<file path="src/rtl/melody_sequencer.sv">
// Melody step sequencer: plays a 16-entry pattern of {note, duration} steps,
// emitting a registered note code and gate with a short articulation gap per note.
module melody_sequencer #(
    parameter int TICKS_PER_BEAT = 5000000,
    parameter int GAP_TICKS      = 200000
) (
    input  logic       clk,
    input  logic       rst,
    input  logic       start,
    input  logic       stop,
    input  logic       loop,
    input  logic [3:0] last_step,
    input  logic       wr_en,
    input  logic [3:0] wr_addr,
    input  logic [5:0] wr_data,
    output logic [2:0] note,
    output logic       gate,
    output logic [3:0] step,
    output logic       busy,
    output logic       done
);

    localparam int TW = (TICKS_PER_BEAT > 1) ? $clog2(TICKS_PER_BEAT) : 1;
    localparam logic [TW-1:0] TICK_LAST = TW'(TICKS_PER_BEAT - 1);
    localparam logic [TW-1:0] TICK_GAP  = TW'(TICKS_PER_BEAT - GAP_TICKS - 1);

    typedef enum logic {IDLE, PLAY} state_t;

    state_t          state_q;
    logic [5:0]      pattern_q [16];
    logic [TW-1:0]   tick_q;
    logic [2:0]      beat_q;
    logic [2:0]      dur_q;
    logic [3:0]      step_q;
    logic [2:0]      note_q;
    logic            gate_q;
    logic            busy_q;
    logic            done_q;

    logic [3:0]      load_idx_d;
    logic [5:0]      load_entry_d;
    logic            tick_wrap_d;
    logic            step_end_d;
    logic            gap_edge_d;

    // Entry to latch at the next step boundary; 4-bit add wraps 15 -> 0.
    assign load_idx_d   = (state_q == PLAY && step_q != last_step) ? step_q + 4'd1 : 4'd0;
    assign load_entry_d = pattern_q[load_idx_d];
    assign tick_wrap_d  = (tick_q == TICK_LAST);
    assign step_end_d   = tick_wrap_d && (beat_q == dur_q);
    assign gap_edge_d   = (tick_q == TICK_GAP) && (beat_q == dur_q);

    always_ff @(posedge clk or posedge rst) begin
        if (rst) begin
            for (int i = 0; i < 16; i++) begin
                pattern_q[i] <= '0;
            end
        end else if (wr_en) begin
            pattern_q[wr_addr] <= wr_data;
        end
    end

    always_ff @(posedge clk or posedge rst) begin
        if (rst) begin
            state_q <= IDLE;
            tick_q  <= '0;
            beat_q  <= '0;
            dur_q   <= '0;
            step_q  <= '0;
            note_q  <= '0;
            gate_q  <= 1'b0;
            busy_q  <= 1'b0;
            done_q  <= 1'b0;
        end else begin
            done_q <= 1'b0;
            case (state_q)
                IDLE: begin
                    if (start && !stop) begin
                        state_q <= PLAY;
                        busy_q  <= 1'b1;
                        step_q  <= load_idx_d;
                        note_q  <= load_entry_d[5:3];
                        gate_q  <= |load_entry_d[5:3];
                        dur_q   <= load_entry_d[2:0];
                        tick_q  <= '0;
                        beat_q  <= '0;
                    end
                end
                PLAY: begin
                    if (stop) begin
                        state_q <= IDLE;
                        busy_q  <= 1'b0;
                        step_q  <= '0;
                        note_q  <= '0;
                        gate_q  <= 1'b0;
                        tick_q  <= '0;
                        beat_q  <= '0;
                    end else if (step_end_d) begin
                        if (step_q == last_step && !loop) begin
                            state_q <= IDLE;
                            busy_q  <= 1'b0;
                            step_q  <= '0;
                            note_q  <= '0;
                            gate_q  <= 1'b0;
                            tick_q  <= '0;
                            beat_q  <= '0;
                            done_q  <= 1'b1;
                        end else begin
                            step_q  <= load_idx_d;
                            note_q  <= load_entry_d[5:3];
                            gate_q  <= |load_entry_d[5:3];
                            dur_q   <= load_entry_d[2:0];
                            tick_q  <= '0;
                            beat_q  <= '0;
                        end
                    end else begin
                        if (tick_wrap_d) begin
                            tick_q <= '0;
                            beat_q <= beat_q + 3'd1;
                        end else begin
                            tick_q <= tick_q + TW'(1);
                        end
                        // Gate drops GAP_TICKS cycles before the step ends.
                        if (gap_edge_d) begin
                            gate_q <= 1'b0;
                        end
                    end
                end
            endcase
        end
    end

    assign note = note_q;
    assign gate = gate_q;
    assign step = step_q;
    assign busy = busy_q;
    assign done = done_q;

endmodule
</file>
<file path="config.mk">
export PLATFORM = sky130hd
export DESIGN_NAME = melody_sequencer
export DESIGN_NICKNAME = d
export VERILOG_FILES = /design/src/rtl/melody_sequencer.sv
export SDC_FILE = /design/constraint.sdc
export NUM_CORES = 1
export LEC_CHECK = 0
export ABC_AREA = 1
export BUFFER_PORTS_ARGS = -buffer_cell sky130_fd_sc_hd__buf_2
export CAP_MARGIN = 20
export CELL_PAD_IN_SITES_DETAIL_PLACEMENT = 1
export CELL_PAD_IN_SITES_GLOBAL_PLACEMENT = 1
export CORE_MARGIN = 8
export CORE_UTILIZATION = 50
export DETAILED_ROUTE_END_ITERATION = 10
export PLACE_DENSITY = 0.89
export SYNTH_ARGS = -nofsm -noshare
export SYNTH_HDL_FRONTEND = slang
export SYNTH_SLANG_ARGS = --single-unit
</file>
<file path="constraint.sdc">
create_clock -name clk -period 12.3 [get_ports clk]
set_input_delay 1.23 -clock clk [delete_from_list [all_inputs] [get_ports clk]]
set_output_delay 1.23 -clock clk [all_outputs]
set_load 0.02 [all_outputs]
</file>
======== Word-level counts from Yosys, hierarchy flattened ========
Cells that the tools add are included.
word-level totals
  bits in registers ....................... 136
  input port bits ......................... 20
  output and inout port bits .............. 10
  word-level logic and storage cells ...... 113
cells by class
  add/sub/neg operators ................... 3
  $lt $le $gt $ge ......................... 3
  equal/unequal tests ..................... 13
  multiplexer cells ....................... 52
  bitwise logic cells ..................... 3
  reduce and logical (&&, ||, !) cells .... 14
operators by type and width
  cell                                                        count
  bitwise mux 96 bit                                          1
  2-to-1 mux 23 bit                                           4
  equality test 23 bit, second input constant                 2
  case mux 23 bit (2 select lines)                            1
  2-to-1 mux 3 bit                                            12
  binary-select mux 6 bit (select 4 bit)                      1
  demux 6 bit (select 4 bit)                                  1
  adder 23 x 1 -> 23 bit, second input constant               1
  2-to-1 mux 4 bit                                            5
  2-to-1 mux 6 bit                                            3
  case mux 3 bit (2 select lines)                             3
  2-to-1 mux 1 bit                                            17
  >= comparator 5 bit, second input constant                  2
  NOT 4 -> 5 bit                                              2
  != test 4 x 2 -> 1 bit, second input constant               2
  case mux 4 bit (2 select lines)                             1
  logical AND 1 bit                                           6
  != test 2 bit, second input constant                        3
  != test 3 x 2 -> 1 bit, second input constant               2
  case mux 1 bit (2 select lines)                             3
  AND reduction 2 bit                                         3
  less-than comparator 5 x 1 -> 1 bit, second input constant  1
  adder 4 x 1 -> 4 bit, second input constant                 1
  equality test 4 bit                                         1
  9 further kinds                                             10

======== Depth between registers and ports, before layout ========
Gate-level depths: netlist of the first run.
  depth after elaboration ................. 12
  depth in mapped cells ................... 16
  gate-level depth less buffers ........... 15

======== Least setup slack after synthesis of the first run ========
Ideal clock, no wire load.
  kind .................................... input-to-reg
  start point ............................. in last_step[1]
  end point ............................... reg dur_q[1]
  library setup time ...................... 0.116 ns
  arrival time ............................ 2.371 ns
  data required time ...................... 12.184 ns
  setup slack ............................. 9.813 ns
  stages .................................. 14
  path buffers ............................ 2
  cells stage by stage .................... inv_1 nand2_1 nand2_1 nor2_4 nand2_4 nand3_4 buf_4 buf_4 o221ai_1 nand3_1 nand3_1 nand2_1 nand2_1 nand2_1
on the way
  word-level cells in the longest chain between the ends .. 11
  elaborated cells on any way between the ends .. 16
  those cells by class .................... eq/ne (3); mux (9); bitwise (1); reduce/logical (3)
RTL lines
  what                                                 line  source
  start, declared                                      12    input logic [3:0] last_step,
  != test 4 bit                                        47    assign load_idx_d = (state_q == PLAY && step_q != last_step) ? step_q + 4'd1 : 4'd0;
  logical AND 1 bit                                    47
  2-to-1 mux 4 bit                                     47
  NOT 4 -> 5 bit (implied by the code)                 48    assign load_entry_d = pattern_q[load_idx_d];
  binary-select mux 6 bit (select 4 bit)               48
  2-to-1 mux 6 bit (implied by the code) (2 in a row)  48
  2-to-1 mux 3 bit                                     99    if (step_q == last_step && !loop) begin
  2-to-1 mux 3 bit                                     98    end else if (step_end_d) begin
  2-to-1 mux 3 bit                                     90    if (stop) begin
  case mux 3 bit (2 select lines)                      76    case (state_q)
  end signal, assigned                                 84    dur_q <= load_entry_d[2:0];
  end signal, assigned                                 112   dur_q <= load_entry_d[2:0];
  end, declared                                        33    logic [2:0] dur_q;
Parallel ways exist; a longest one is shown, timed or not. The select of a mux whose other input is x is not followed.
A chain may end at the register's enable or synchronous reset.

======== Worst setup path in the final report of the first run ========
  start point ............................. reg step_q[0], in the netlist step[0]
  end point ............................... reg dur_q[2]
on the way
  word-level cells in the longest chain between the ends .. 11
  elaborated cells on any way between the ends .. 17
  those cells by class .................... add/sub (1); eq/ne (3); mux (9); bitwise (1); reduce/logical (3)
RTL lines
  what                                                                           line  source
  start, declared                                                                34    logic [3:0] step_q;
  start signal, assigned                                                         81    step_q <= load_idx_d;
  start signal, assigned                                                         109   step_q <= load_idx_d;
  parallel branches: the longest is 11 deep, another holds adder 4 x 1 -> 4 bit  n/a
Several ways; the timed one is not identified. The select of a mux whose other input is x is not followed.

==> results of run 1 <==
per-layer routing:
metal	up-vias	global-route usage, %
met5	-	0
met4	0	11.2
met3	53	6.59
met2	206	40.4
met1	3148	30.6
li1	2802	-
through the flow:
| stage | total power [mW] | instances | worst slack (ns) | utilization, % |
|---|---|---|---|---|
| CTS | 1.48 | 1031 | 8.87 | 56.8 |
| detailed placement | 0.954 | 1002 | 8.68 | 52.4 |
| finish | 1.48 | 1033 | 8.76 | 57.1 |
| global placement | 0.929 | 1002 | 8.81 | 52.4 |
| floorplan | 0.847 | 840 | 7.43 | - |
| global route | 1.55 | 1033 | 8.55 | 57.1 |
final cells by class:
class | instances | area share, %
clock buffers | 20 | 6.18
flip-flops and latches | 136 | 45.0
repair buffers | 32 | 2.45
clock inverters | 9 | 1.66
inverters | 83 | 4.16
well taps | 176 | 2.91
multi-input cells | 577 | 37.6
state kept, by name (all words and copies together) (netlist names):
signal and cells:
state_q 1, done 1, step 4, gate 1, note 3, tick_q 23
pattern_q 96, busy 1, dur_q 3, beat_q 3
cells in the final DEF (no fill, tap or decap), types with 13 or more instances in the layout:
cell / synthesis / routed
nand2_1: 193 / 193
dfrtp_1: 136 / 136
o21ai_0: 101 / 101
inv_1: 73 / 72
nand3_1: 70 / 70
nor2_1: 64 / 64
buf_2: 7 / 30
a21oi_1: 26 / 26
nand4_1: 26 / 26
clkbuf_16: 0 / 17
nor3_1: 15 / 15
xor2_1: 13 / 13
path summary, 6_finish.rpt:
check	startpoint	to	slack (ns)	depth (start not counted)
min reg2reg	pattern_q[42]	pattern_q[42]	0.48	2
min	pattern_q[42]	pattern_q[42]	0.48	2
max in group asynchronous	rst	pattern_q[86]	10.29	4
max	step[0]	dur_q[2]	8.76	15
max reg2reg	step[0]	dur_q[2]	8.76	15
min in group asynchronous	rst	step[0]	0.93	2
critical path, delay by kind of cell, from the launching register on:
kind | cells | cell delay, ns
buffers and inverters | 3 | 1.28
AOI/OAI and AO/OA | 2 | 0.25
and+or+nand+nor | 10 | 1.43
DFF | 1 | 0.49
cell families after synthesis:
| logic type | share of synthesized area (%) |
|---|---|
| buffers and inverters | 7.88 |
| flip-flops | 50.2 |
| AO/OA/AOI/OAI | 13.3 |
| XOR/XNOR | 1.81 |
| AND/OR/NAND/NOR | 26.2 |
| adder cells (fa/ha/maj) | 0.554 |
power groups by stage:
stage | Sequential (mW) | Clock (mW) | Combinational (mW)
floorplan | 0.587 | 0 | 0.261
global placement | 0.597 | 0 | 0.332
detailed placement | 0.605 | 0 | 0.349
CTS | 0.600 | 0.522 | 0.356
global route | 0.609 | 0.542 | 0.401
finish | 0.602 | 0.520 | 0.360
==> flow_metrics.env, run 1 <==
export IMPL_vias=6209
export IMPL_syn_inst=840
export IMPL_synthArstFlopShare_pct=100
export IMPL_wl_met2_um=10400
export IMPL_highest_layer="met4"
export IMPL_multi_input_area_um2=2840
export IMPL_worst_pin_slew_ns=0.995
export IMPL_drt_iter0_markers=468
export IMPL_root_buffer="clkbuf_16"
export IMPL_syn_avg_cell_area_um2=8.07
export IMPL_wl_per_cell_um=20.6
export IMPL_ys_types=39
export IMPL_htree_levels=4
export IMPL_power_share_clock_pct=35.1
export IMPL_gp_congestion=0.903
export IMPL_io_pins=30
export IMPL_power_density_nw_per_um2=196
export IMPL_cts_buffers_inserted=17
export IMPL_status="complete, no violations"
export IMPL_power_leakage_nw=3.62
export IMPL_antenna_found_initial=0
export IMPL_yosys_warnings=0
export IMPL_io_buffers=29
export IMPL_power_frac_seq_pct=40.6
export IMPL_drc=0
export IMPL_placed_area_um2=6930
export IMPL_initial_core_util_pct=51.2
export IMPL_yosysMostFrequentCell="nand2_1"
export IMPL_cpMaxStageDelayCell="inv_2"
export IMPL_first_pass_iters=5
export IMPL_p_comb_share_pct=24.3
export IMPL_critical_path_class="register to register"
export IMPL_crit_required_ns=12.67
export IMPL_nFillCells=1641
export IMPL_die_h_um=132
export IMPL_final_nets=870
export IMPL_fin_worst_skew_ns=0.0101
export IMPL_core_region_area_um2=13200
export IMPL_cp_end_kind="register"
export IMPL_synth_ff_type="dfrtp_1"
export IMPL_grt_pass1_vias=6761
export IMPL_synth_area_leaders="dfrtp_1 (50%), nand2_1 (11%), o21ai_0 (7.5%), nand3_1 (5.2%), inv_1 (4.0%)"
export IMPL_die_area_um2=17500
export IMPL_synth_top_area_cell="dfrtp_1"
export IMPL_postCtsSetupBuffers=0
export IMPL_timing_hold_violations_final=0
export IMPL_insertion_delay_ns=0.43
export IMPL_worst_path_max_fanout=43
export IMPL_power_share_switching_pct=34.1
export IMPL_insertedDiodeCount=0
export IMPL_syn_nets=863
export IMPL_hold_path_class="register to register"
export IMPL_die_x_um=132
export IMPL_fin_hold_ws_ns=0.480
export IMPL_yosysTopAreaCellShare_pct=50.2
export IMPL_drv_slew=0
export IMPL_fmax_mhz=282
export IMPL_syn_area_um2=6780
export IMPL_fin_crit_sh_pct=28.8
export IMPL_stdcell_area_um2=7560
export IMPL_clock_sinks=136
export IMPL_synth_seq_area_share_pct=50.2
export IMPL_antenna_left=0
export IMPL_row_count=42
export IMPL_seqCellArea_um2=3400
export IMPL_p_int_mw=0.977
export IMPL_fin_setup_tns_ns=0
export IMPL_postCtsHoldBufs=0
export IMPL_wl_met3_um=1300
export IMPL_ir_worst_vdd_v=0.000103
export IMPL_finalSetupViolCount=0
export IMPL_period_needed_ns=3.54
export IMPL_grt_ovfl_total=0
export IMPL_track_usage_pct=24.9
export IMPL_hpwlAfterDp_um=14100
export IMPL_critPathLaunchType="register"
export IMPL_rsz0062_at_grt="no"
export IMPL_grt_first_pass_wirelength_um=35100
export IMPL_power_switching_mw=0.506
export IMPL_grt_max_degree=78
export IMPL_synth_commonest_cells="nand2_1 (193), dfrtp_1 (136), o21ai_0 (101)"
export IMPL_drt_total_wl_um=21300
export IMPL_cts_buffer_depth=2
export IMPL_max_cap_violations=0
export IMPL_tritoncts="built"
export IMPL_cp_cell_sequence="inv_2 > nand2_2 > nand2_2 > nor2_4 > nand2_4 > nand3_4 > inv_2 > o21ai_0 > inv_1 > o21ai_0 > nand3_1 > nand3_1 > nand2_1 > nand2_1 > nand2_1"
export IMPL_max_slew_margin_pct=33.7
export IMPL_layout_drive_gt1_share_pct=10.4
export IMPL_drt_met1_wl_um=8920
export IMPL_max_stage_delay_ns=0.69
export IMPL_cts_resized=0
export IMPL_areaGrowthSynthToFinish_pct=11.5
export IMPL_vias_per_cell=6.01
export IMPL_crit_top_cell="nand2_1"
export IMPL_ys_ff_latch=136
export IMPL_clkTransAtPathRegs_ns=0.06
export IMPL_crit_arrival_ns=3.91
export IMPL_synth_edf_count=0
(Power assumes the default switching activity.)
==> inputs of run 2 (changes only) <==
- ABC_AREA: 1 -> 0
- CORE_UTILIZATION: 50 -> 45
- PLACE_DENSITY: 0.89 -> 0.79
- clock period: 12.3 -> 3.25 ns (I/O delays scaled with it)
==> flow_metrics.env, run 2 <==
export IMPL_status="complete, no violations"
export IMPL_synthArstFlopShare_pct=100
export IMPL_power_density_nw_per_um2=639
export IMPL_p_total_mw=4.91
export IMPL_track_usage_pct=20.2
export IMPL_insertedDiodeCount=0
export IMPL_cpMaxStageDelayCell="dfrtp_1"
export IMPL_period_needed_ns=2.85
export IMPL_synth_edf_count=0
export IMPL_die_area_um2=19300
export IMPL_synth_commonest_cells="dfrtp_1 (136), mux2_2 (98), nand2_1 (58)"
export IMPL_max_flop_register="pattern_q"
export IMPL_grt_max_degree=59
export IMPL_grt_first_pass_wirelength_um=30600
export IMPL_die_h_um=139
export IMPL_grt_pass1_vias=5355
export IMPL_cts_buffers_inserted=17
export IMPL_insertion_delay_ns=0.43
export IMPL_crit_arrival_ns=3.13
export IMPL_crit_required_ns=3.53
export IMPL_worst_pin_slew_ns=0.971
export IMPL_largest_reg_flops=96
export IMPL_die_x_um=139
export IMPL_syn_area_um2=6810
export IMPL_syn_inst=586
export IMPL_synth_seq_area_share_pct=50.0
export IMPL_syn_nets=609
export IMPL_cp_cell_sequence="ha_1 > xor2_1 > nand2_1 > nor2_1 > o311ai_1 > nor3b_1 > o21ai_1"
export IMPL_areaGrowthSynthToFinish_pct=12.8
export IMPL_vias=4989
export IMPL_clock_sinks=136
export IMPL_cts_buffer_depth=2
export IMPL_fin_hold_ws_ns=0.0919
export IMPL_fin_worst_skew_ns=0.0113
export IMPL_initial_core_util_pct=45.5
export IMPL_layout_drive_gt1_share_pct=29.1
export IMPL_drv_slew=0
export IMPL_timing_hold_violations_final=0
export IMPL_drt_total_wl_um=18800
export IMPL_gp_congestion=0.877
export IMPL_antenna_left=0
export IMPL_tritoncts="built"
export IMPL_rsz0062_at_grt="no"
export IMPL_ys_types=65
export IMPL_power_leakage_nw=3.24
export IMPL_ys_ff_latch=136
export IMPL_cp_end_kind="register"
export IMPL_drc=0
export IMPL_synth_ff_type="dfrtp_1"
export IMPL_yosys_warnings=0
export IMPL_worst_path_max_fanout=17
export IMPL_synth_area_leaders="dfrtp_1 (50%), mux2_2 (16%), nand2_1 (3.2%), nor2_1 (2.0%), mux2i_1 (1.9%)"
export IMPL_hold_path_class="input port to async pin"
export IMPL_io_buffers=29
export IMPL_core_region_area_um2=15000
export IMPL_vias_per_cell=6.11
export IMPL_postCtsHoldBufs=0
export IMPL_fin_crit_sh_pct=87.7
export IMPL_ir_worst_vdd_v=0.000414
export IMPL_synth_top_area_cell="dfrtp_1"
export IMPL_max_stage_delay_ns=0.63
export IMPL_max_slew_margin_pct=35.1
export IMPL_clkTransAtPathRegs_ns=0.07
export IMPL_htree_levels=4
export IMPL_yosysMostFrequentCell="dfrtp_1"
export IMPL_wl_per_cell_um=23.0
export IMPL_cp_top_family="simple AND/OR/NAND/NOR gates"
export IMPL_cp_num_buf_inv=0
export IMPL_yosysTopAreaCellShare_pct=50.0
export IMPL_max_cap_violations=0
export IMPL_critical_path_class="register to register"
export IMPL_stdcell_area_um2=7680
export IMPL_drt_iter0_markers=381
export IMPL_nFillCells=1587
export IMPL_layout_common_cells="dfrtp_1 (136), mux2_2 (98), nand2_1 (58), nor2_1 (37), buf_2 (29)"
export IMPL_final_nets=639
export IMPL_critPathLaunchType="register"
export IMPL_placed_area_um2=7120
export IMPL_hpwlAfterDp_um=12900
export IMPL_root_buffer="clkbuf_16"
export IMPL_antenna_found_initial=0
export IMPL_grt_ovfl_total=0
export IMPL_layout_commonest_cell="dfrtp_1"
export IMPL_fmax_mhz=351
export IMPL_postCtsSetupBuffers=0
export IMPL_io_pins=30
export IMPL_first_pass_iters=5
export IMPL_cts_resized=0
export IMPL_syn_avg_cell_area_um2=11.6
export IMPL_row_count=45
export IMPL_finalSetupViolCount=0
export IMPL_fin_setup_tns_ns=0
## run 2: changes by cell type in the layout (fill, tap and decap cells not counted), sizes merged, moves of 10 or more
cell / delta
a21oi: -13
inv: -72
mux2: +98
mux2i: +13
nand2: -138
nand3: -58
nand4: -17
nor2: -30
nor3: -11
o21ai: -77
or2: -10
## run 2: logic make-up after synthesis
logic type      Yosys count  share of synthesized area (%)
flops                   136                           50.0
simple gates            174                           12.9
compound gates           95                           9.81
xor+xnor                 26                           3.56
mux                     117                           20.3
fa+ha+maj                 3                          0.551
buf+inv                  35                           2.94
## run 2: metal layers
metal  part of all wire (%)  vias to the layer above  global-route usage [%]
met3                    5.4                       49                    5.27
met2                     48                      145                    31.8
met5                      0                        -                       0
li1                       -                     2201                       -
met1                     43                     2594                    25.6
met4                    3.4                        0                    9.59
## run 2: path summary, 6_finish.rpt
| path | slack [ns] | from | cells past startpoint | endpoint |
|---|---|---|---|---|
| setup / recovery | 0.40 | step[0] | 7 | gate |
| hold / removal | 0.09 | rst | 2 | pattern_q[70] |
| setup reg to reg | 0.40 | step[0] | 7 | gate |
| hold reg to reg | 0.50 | note[2] | 1 | note[2] |
| max in group asynchronous | 2.37 | rst | 3 | tick_q[14] |
| min in group clk | 0.16 | stop | 2 | state_q |
## run 2: where the power goes
part / total, mW / switching (mW) / leakage, nW / internal, mW
logic: 0.833 / 0.423 / 1.26 / 0.409
clock network: 1.86 / 0.799 / 0.269 / 1.07
registers: 2.21 / 0.206 / 1.72 / 2.01
total: 4.91 / 1.43 / 3.24 / 3.48
## run 2: cell type report
cell class              instances  area [µm²]  share of cell area [%]
clock inverters                15         143                    1.86
flip-flops and latches        136        3400                    44.3
well taps                     188         235                    3.06
inverters                       8        33.8                   0.440
repair buffers                 38         238                    3.09
clock buffers                  17         425                    5.54
multi-input cells             415        3210                    41.7
## run 2: per-stage QoR
stage          std cells  worst slack [ns]  util [%]
2_1_floorplan        586             0.908         -
3_3_place_gp         785             0.642      47.5
3_5_place_dp         785             0.542      47.5
4_1_cts              817             0.417      51.3
5_1_grt              817             0.155      51.3
6_report             817             0.401      51.3
